### src/rtl/sm3_pad_blk_rcvr.sv
// Collects padded SM3 message words into 512-bit blocks using two ping-pong slots,
// and presents each complete block downstream through a valid/ready handshake.
module sm3_pad_blk_rcvr #(
  parameter int DW = 32
) (
  input  logic          clk,
  input  logic          rst_n,
  input  logic [DW-1:0] pad_otpt_d_i,
  input  logic          pad_otpt_vld_i,
  input  logic          pad_otpt_lst_i,
  output logic          pad_otpt_ena_o,
  output logic [511:0]  blk_d_o,
  output logic          blk_vld_o,
  output logic          blk_lst_o,
  input  logic          blk_rdy_i,
  output logic          err_o
);

  localparam int WPB = 512 / DW;
  localparam int WCW = $clog2(WPB);

  // Element WPB-1 is word 0, so the packed slot is already in output bit order.
  typedef logic [WPB-1:0][DW-1:0] slot_t;

  slot_t          slot_d [2];
  logic [1:0]     slot_lst;
  logic [1:0]     occ;
  logic [1:0]     occ_nxt;
  logic [WCW-1:0] wcnt;
  logic           wr_sel;
  logic           rd_sel;
  logic           ena;
  logic           err;

  logic           acc;
  logic           last_word;
  logic           commit;
  logic           early_lst;
  logic           pop;
  slot_t          fill;

  // NOTE: combinational logic uses blocking '=' with every output defaulted first,
  // so no latch is inferred; the state register below uses only '<='.
  always_comb begin
    acc       = ena & pad_otpt_vld_i;
    last_word = (wcnt == WCW'(WPB - 1));
    commit    = acc & (last_word | pad_otpt_lst_i);
    early_lst = acc & pad_otpt_lst_i & ~last_word;
    pop       = (occ != 2'd0) & blk_rdy_i;
    occ_nxt   = occ + {1'b0, commit} - {1'b0, pop};

    // Word 0 of a block starts from a cleared slot, so unwritten words read as 0.
    fill = (wcnt == '0) ? '0 : slot_d[wr_sel];
    fill[WCW'(WPB - 1) - wcnt] = pad_otpt_d_i;
  end

  always_ff @(posedge clk) begin
    if (!rst_n) begin
      // NOTE: the block slots are reset as well, because reset must leave blk_d_o
      // at zero and discard any partial or pending block.
      slot_d[0] <= '0;
      slot_d[1] <= '0;
      slot_lst  <= '0;
      occ       <= '0;
      wcnt      <= '0;
      wr_sel    <= 1'b0;
      rd_sel    <= 1'b0;
      ena       <= 1'b0;
      err       <= 1'b0;
    end else begin
      occ <= occ_nxt;
      // ena is registered and tracks occ_nxt, so a free slot always exists while it is high.
      ena <= (occ_nxt < 2'd2);

      if (acc) begin
        slot_d[wr_sel] <= fill;
        wcnt           <= commit ? '0 : wcnt + 1'b1;
      end

      if (commit) begin
        slot_lst[wr_sel] <= pad_otpt_lst_i;
        wr_sel           <= ~wr_sel;
      end

      if (early_lst) err <= 1'b1;
      if (pop)       rd_sel <= ~rd_sel;
    end
  end

  assign pad_otpt_ena_o = ena;
  assign blk_d_o        = slot_d[rd_sel];
  assign blk_vld_o      = (occ != 2'd0);
  assign blk_lst_o      = slot_lst[rd_sel];
  assign err_o          = err;

endmodule
### config.mk
export PLATFORM = sky130hd
export DESIGN_NAME = sm3_pad_blk_rcvr
export DESIGN_NICKNAME = d
export VERILOG_FILES = /design/src/rtl/sm3_pad_blk_rcvr.sv
export SDC_FILE = /design/constraint.sdc
export NUM_CORES = 2
export LEC_CHECK = 0
export CAP_MARGIN = 20
export CORE_UTILIZATION = 45
export DETAILED_ROUTE_END_ITERATION = 8
export GPL_TIMING_DRIVEN = 0
export PLACE_DENSITY = 0.75
export SKIP_LAST_GASP = 1
export SYNTH_ARGS = -nofsm -noshare
export SYNTH_HDL_FRONTEND = slang
export SYNTH_SLANG_ARGS = --single-unit
### constraint.sdc
create_clock -name clk -period 15.79 [get_ports clk]
set_input_delay 3.158 -clock clk [delete_from_list [all_inputs] [get_ports clk]]
set_output_delay 3.158 -clock clk [all_outputs]
set_load 0.1 [all_outputs]
# --- After elaboration in Yosys (flattened, before gate mapping) ---
# Memory sizes are Yosys's and may differ from the RTL's. A register that Yosys moved wholly into a read port is not among the register bits.
# Cells that the tools add are included.
totals:
  output_inout_bits: 516
  ram_bits: 1024
  n_memories: 1
  ff_bits: 12
  elab_cells: 54
memory_table:
  columns: ["name", "words", "width", "read_ports", "rd_ports_with_merged_regs", "wr", "line_no", "rtl"]
  rows:
  - ["slot_d", 2, 512, 2, 2, 2, "25", "slot_t slot_d [2];"]
op_classes:
  mux: 21
  addsub: 4
  bitwise: 9
  n_eq_ne: 1
  reduce_logical: 5
  order_cmp: 6
ops:
  columns: ["op", "n"]
  rows:
  - ["two-way mux 512 bit", 2]
  - ["bitwise mux 512 bit", 1]
  - ["OR reduction 512 bit", 1]
  - ["demux 32 bit (select 4 bit)", 1]
  - ["two-way mux 32 bit", 1]
  - ["two-way mux 1 bit", 13]
  - ["bitwise AND 1 bit", 5]
  - ["< comparator 4 x 5 -> 1 bit (second input constant)", 1]
  - ["adder 4 x 1 -> 4 bit (second input constant)", 1]
  - ["equality test 4 bit (second input constant)", 1]
  - ["greater-or-equal comparator 4 x 1 -> 1 bit (second input constant)", 1]
  - ["logical NOT 4 bit", 1]
  - ["< comparator 1 x 2 -> 1 bit (second input constant)", 2]
  - ["two-way mux 4 bit", 1]
  - ["subtractor 4 bit (first input constant)", 1]
  - ["inverter 1 bit", 3]
  - ["adder 2 x 1 -> 2 bit", 1]
  - ["bitwise mux 2 bit", 1]
  - ["logical AND 1 bit", 2]
  - ["< comparator 2 bit (second input constant)", 1]
  - ["nonzero test 2 bit", 1]
  - ["subtractor 2 x 1 -> 2 bit", 1]
  - ["demux 1 bit (select 1 bit)", 1]
  - ["greater-or-equal comparator 1 bit (second input constant)", 1]
  - ["OR 1 bit", 1]

# --- Longest topological paths before layout ---
depth:
  ltp_word: 7
  depth_mapped: 9
  mapped_depth_nobuf: 8

# --- Worst setup path before layout ---
# No wires, ideal clock.
synth_path:
  path_type: "input to register"
  from: "in rst_n"
  to: "mem slot_d[1][0] in the netlist's numbering, enable pin"
  required_time_ns: 12.119
  setup_time_ns: 3.671
  t_arrival_ns: 12.366
  path_stages: 5
  setup_slack_ns: -0.247
  cell_sequence: "nand4_1 -> clkbuf_1 -> clkbuf_1 -> clkbuf_1 -> nand2_1"
synth_rtl:
  columns: ["item", "line_no", "rtl"]
  rows:
  - ["from (decl)", "7", "input logic rst_n,"]
  - ["to (decl)", "25", null]

==> impl_metrics.py <==
metrics = {
    "final_layout": {
        "post_route_cells_drive_above_1_share_pct": 29.45,
        "nets": 5344,
        "syn2layout_area_growth_pct": 20.66,
        "commonest_non_fill_non_tap_cells_in_the_layout": "mux2_2, edfxtp_1, nor2_1, clkdlybuf4s50_1, clkbuf_1",
        "postLayoutCellArea_mm2": 0.07058,
        "mostFrequentLayoutCell": "mux2_2",
    },
    "detailed_routing": {
        "vias_per_cell": 6.240,
        "finalWirelength_um": 215400,
        "drt_iter0_drc": 6143,
        "drtAntennaViolNets": 0,
        "route.vias.total": 44710,
        "drt_pass1_iterations": 8,
        "drc_errors": 0,
        "wl_per_cell_um": 30.06,
    },
    "floorplan": {
        "placementRows": 131,
        "io_pins": 553,
        "die_height_um": 362.5,
        "initial_utilization_pct": 45.64,
        "full_die_area_mm2": 0.1314,
        "core_area_mm2": 0.1282,
        "die_width_um": 362.5,
    },
    "power_and_ir_drop": {
        "powerDensity_mw_per_mm2": 160.0,
        "power.leakage_uw": 0.02385,
        "design_power_total_uw": 11290,
        "vdd_ir_drop_max_mv": 0.1839,
    },
    "timing": {
        "tightest_slew_ps": 1200,
        "setup_tns_ps": 0,
        "slew_headroom_pct": 19.74,
        "post-route-min-period_ps": 7596,
        "rsz0062_at_grt": "false",
        "period_utilization_post_route_pct": 48.10,
        "timing_hold_violations_final": 0,
        "drv_slew": 0,
        "timing.fmax_mhz": 131.7,
        "clock-skew-final_ps": 49.78,
        "setup_viol": 0,
    },
    "worst_hold_path": {
        "worstHoldPathType": "flop to flop",
    },
    "worst_setup_path": {
        "critical_path.startpoint_type": "input pin",
        "critical_path_arrival_ps": 7970,
        "crit_path_capture_type": "flop",
        "critical_path.max_fanout": 100,
        "reg2reg_slack_ps": 11220,
        "worstPathRequired_ps": 16160,
        "setup.worst_path.class": "input pin to flop",
    },
    "clock_tree": {
        "cts_tree": "yes",
        "number_of_gates_resized_after_cts": 0,
        "h-tree-depth": 3,
        "cts_made_buffers": 113,
        "insertion_delay_ps": 760,
        "number_of_buffers_between_clock_root_and_the_deepest_sink": 3,
        "cts_hold_buf": 0,
        "clock-sinks": 1038,
        "post-cts-setup-buffer-count": 0,
        "clk_pin_slew_ps": 60,
        "root_buffer": "clkbuf_16",
    },
    "synth": {
        "synthFlopType": "edfxtp_1",
        "syn_area_mm2": 0.05850,
        "postSynth.asyncResetShare_pct": 0,
        "seq_area_frac_synth_pct": 53.05,
        "ys_ff_latch": 1038,
        "synthesis.instances": 4595,
        "synth_enable_flop_cells": 1024,
        "post_synth.cell_area_avg_um2": 12.73,
        "postSynthNetCount": 4639,
        "synth_warnings": 0,
        "synth_cell_types": 42,
    },
    "global_route": {
        "groute.usage.overall_pct": 31.63,
        "grt_pass1_vias": 42690,
        "grt_antenna_before_repair": 38,
        "largest_net_degree_at_the_start_of_global_routing": 106,
        "gr-total-overflow": 0,
        "grt_pass1_wl_um": 299200,
        "gr-usage-met3_pct": 8.903,
        "use_met2_pct": 48.33,
        "grtUsageMet1_pct": 40.87,
        "grt-busiest-layer": "met2",
    },
    "placement": {
        "dpl-instance-area_mm2": 0.06705,
        "dp.final_hpwl_um": 146800,
        "port_buffers": 552,
        "gp_routability_congestion": 0.9016,
    },
    "outcome": {
        "status": "completed",
    },
    "flow_run": {
        "max_cap_violations": 0,
    },
}
layer usage:
layer	vias up	share of wire, %	routed length (um)
met4	10	5.3	11420
li1	18970	-	-
met2	2965	45	96610
met5	-	0.048	103
met3	576	13	27380
met1	22190	37	79850
worst max-delay path, stage by stage:
cell and delay [ps]:
clkdlybuf4s50_1 830, nand4_1 290, clkbuf_1 660, clkbuf_1 640, clkbuf_1 650, nand2_8 460, buf_16 420, buf_16 340
buf_16 320
final cells by class:
| type | count | area [um^2] |
|---|---|---|
| fill | 10680 | 57590 |
| inverter | 5 | 18.77 |
| timing repair buffer | 590 | 6396 |
| tap | 1729 | 2163 |
| antenna | 41 | 102.6 |
| clock buffer | 148 | 3002 |
| buffer | 503 | 2490 |
| multi-input combinational | 3049 | 25030 |
| clock inverter | 62 | 352.8 |
| sequential | 1038 | 31030 |
metrics by stage:
step                      util, %  hold slack, ps  setup slack [ps]  instances
after floorplan                 -           454.4              5035       4595
after CTS                   54.93           497.2              8219       7120
after detailed placement    52.31           481.0              7588       6910
final                       55.07           488.7              8194       7165
after global placement      51.64           468.0             -1251       6876
after global routing        54.99           522.8              8108       7125
state kept, by name (all words and copies together) (netlist names), named ones only:
signal,count
err_o,1
occ,2
wcnt,4
wr_sel,1
pad_otpt_ena_o,1
slot_lst,2
slot_d,1024
rd_sel,1
kinds of logic (layout without fill, tap and decap cells):
logic type	after synthesis	after routing	synth area share, %
AOI/OAI and AO/OA	555	555	8.964
buffers and inverters	508	1308	4.222
other	0	41	0
muxes	1061	1061	20.35
xor gates and xnor gates	4	4	0.05990
and+or+nand+nor	1422	1422	13.21
adders and majority gates	7	7	0.1497
DFF	1038	1038	53.05
path summary, 6_finish.rpt:
| check | end | depth (start not counted) | start |
|---|---|---|---|
| hold reg to reg | err_o | 2 | err_o |
| setup reg to reg | slot_d[1][239] | 8 | pad_otpt_ena_o |
| hold / removal | err_o | 2 | err_o |
| setup / recovery | slot_d[1][239] | 9 | rst_n |
where the power goes:
group          switching, uW  total, uW  internal [uW]
clock network           1140       2500           1360
logic                   4050       5460           1410
registers               87.6       3330           3240
cell usage after synthesis, types with 4 or more instances:
cell / instances / area [um^2]
a31oi_2: 50 / 625.6
nand3_1: 5 / 25.02
clkbuf_1: 312 / 1171
nor2_1: 967 / 3630
edfxtp_1: 1024 / 30750
a31oi_1: 236 / 1476
a22oi_1: 64 / 480.5
ha_1: 7 / 87.58
mux2_2: 1025 / 11540
nor4bb_1: 95 / 950.9
and4b_1: 192 / 1922
inv_1: 5 / 18.77
o21ai_0: 34 / 170.2
buf_4: 6 / 45.04
and4_1: 96 / 840.8
buf_2: 151 / 755.7
nand3b_1: 4 / 30.03
nand2_1: 40 / 150.1
a31oi_4: 100 / 2127
dfxtp_1: 14 / 280.3
a21oi_1: 68 / 340.3
buf_12: 11 / 220.2
buf_6: 23 / 259.0
nand4_1: 4 / 25.02
mux2i_1: 36 / 360.4
No activity file was read; power rests on OpenSTA's default activity.
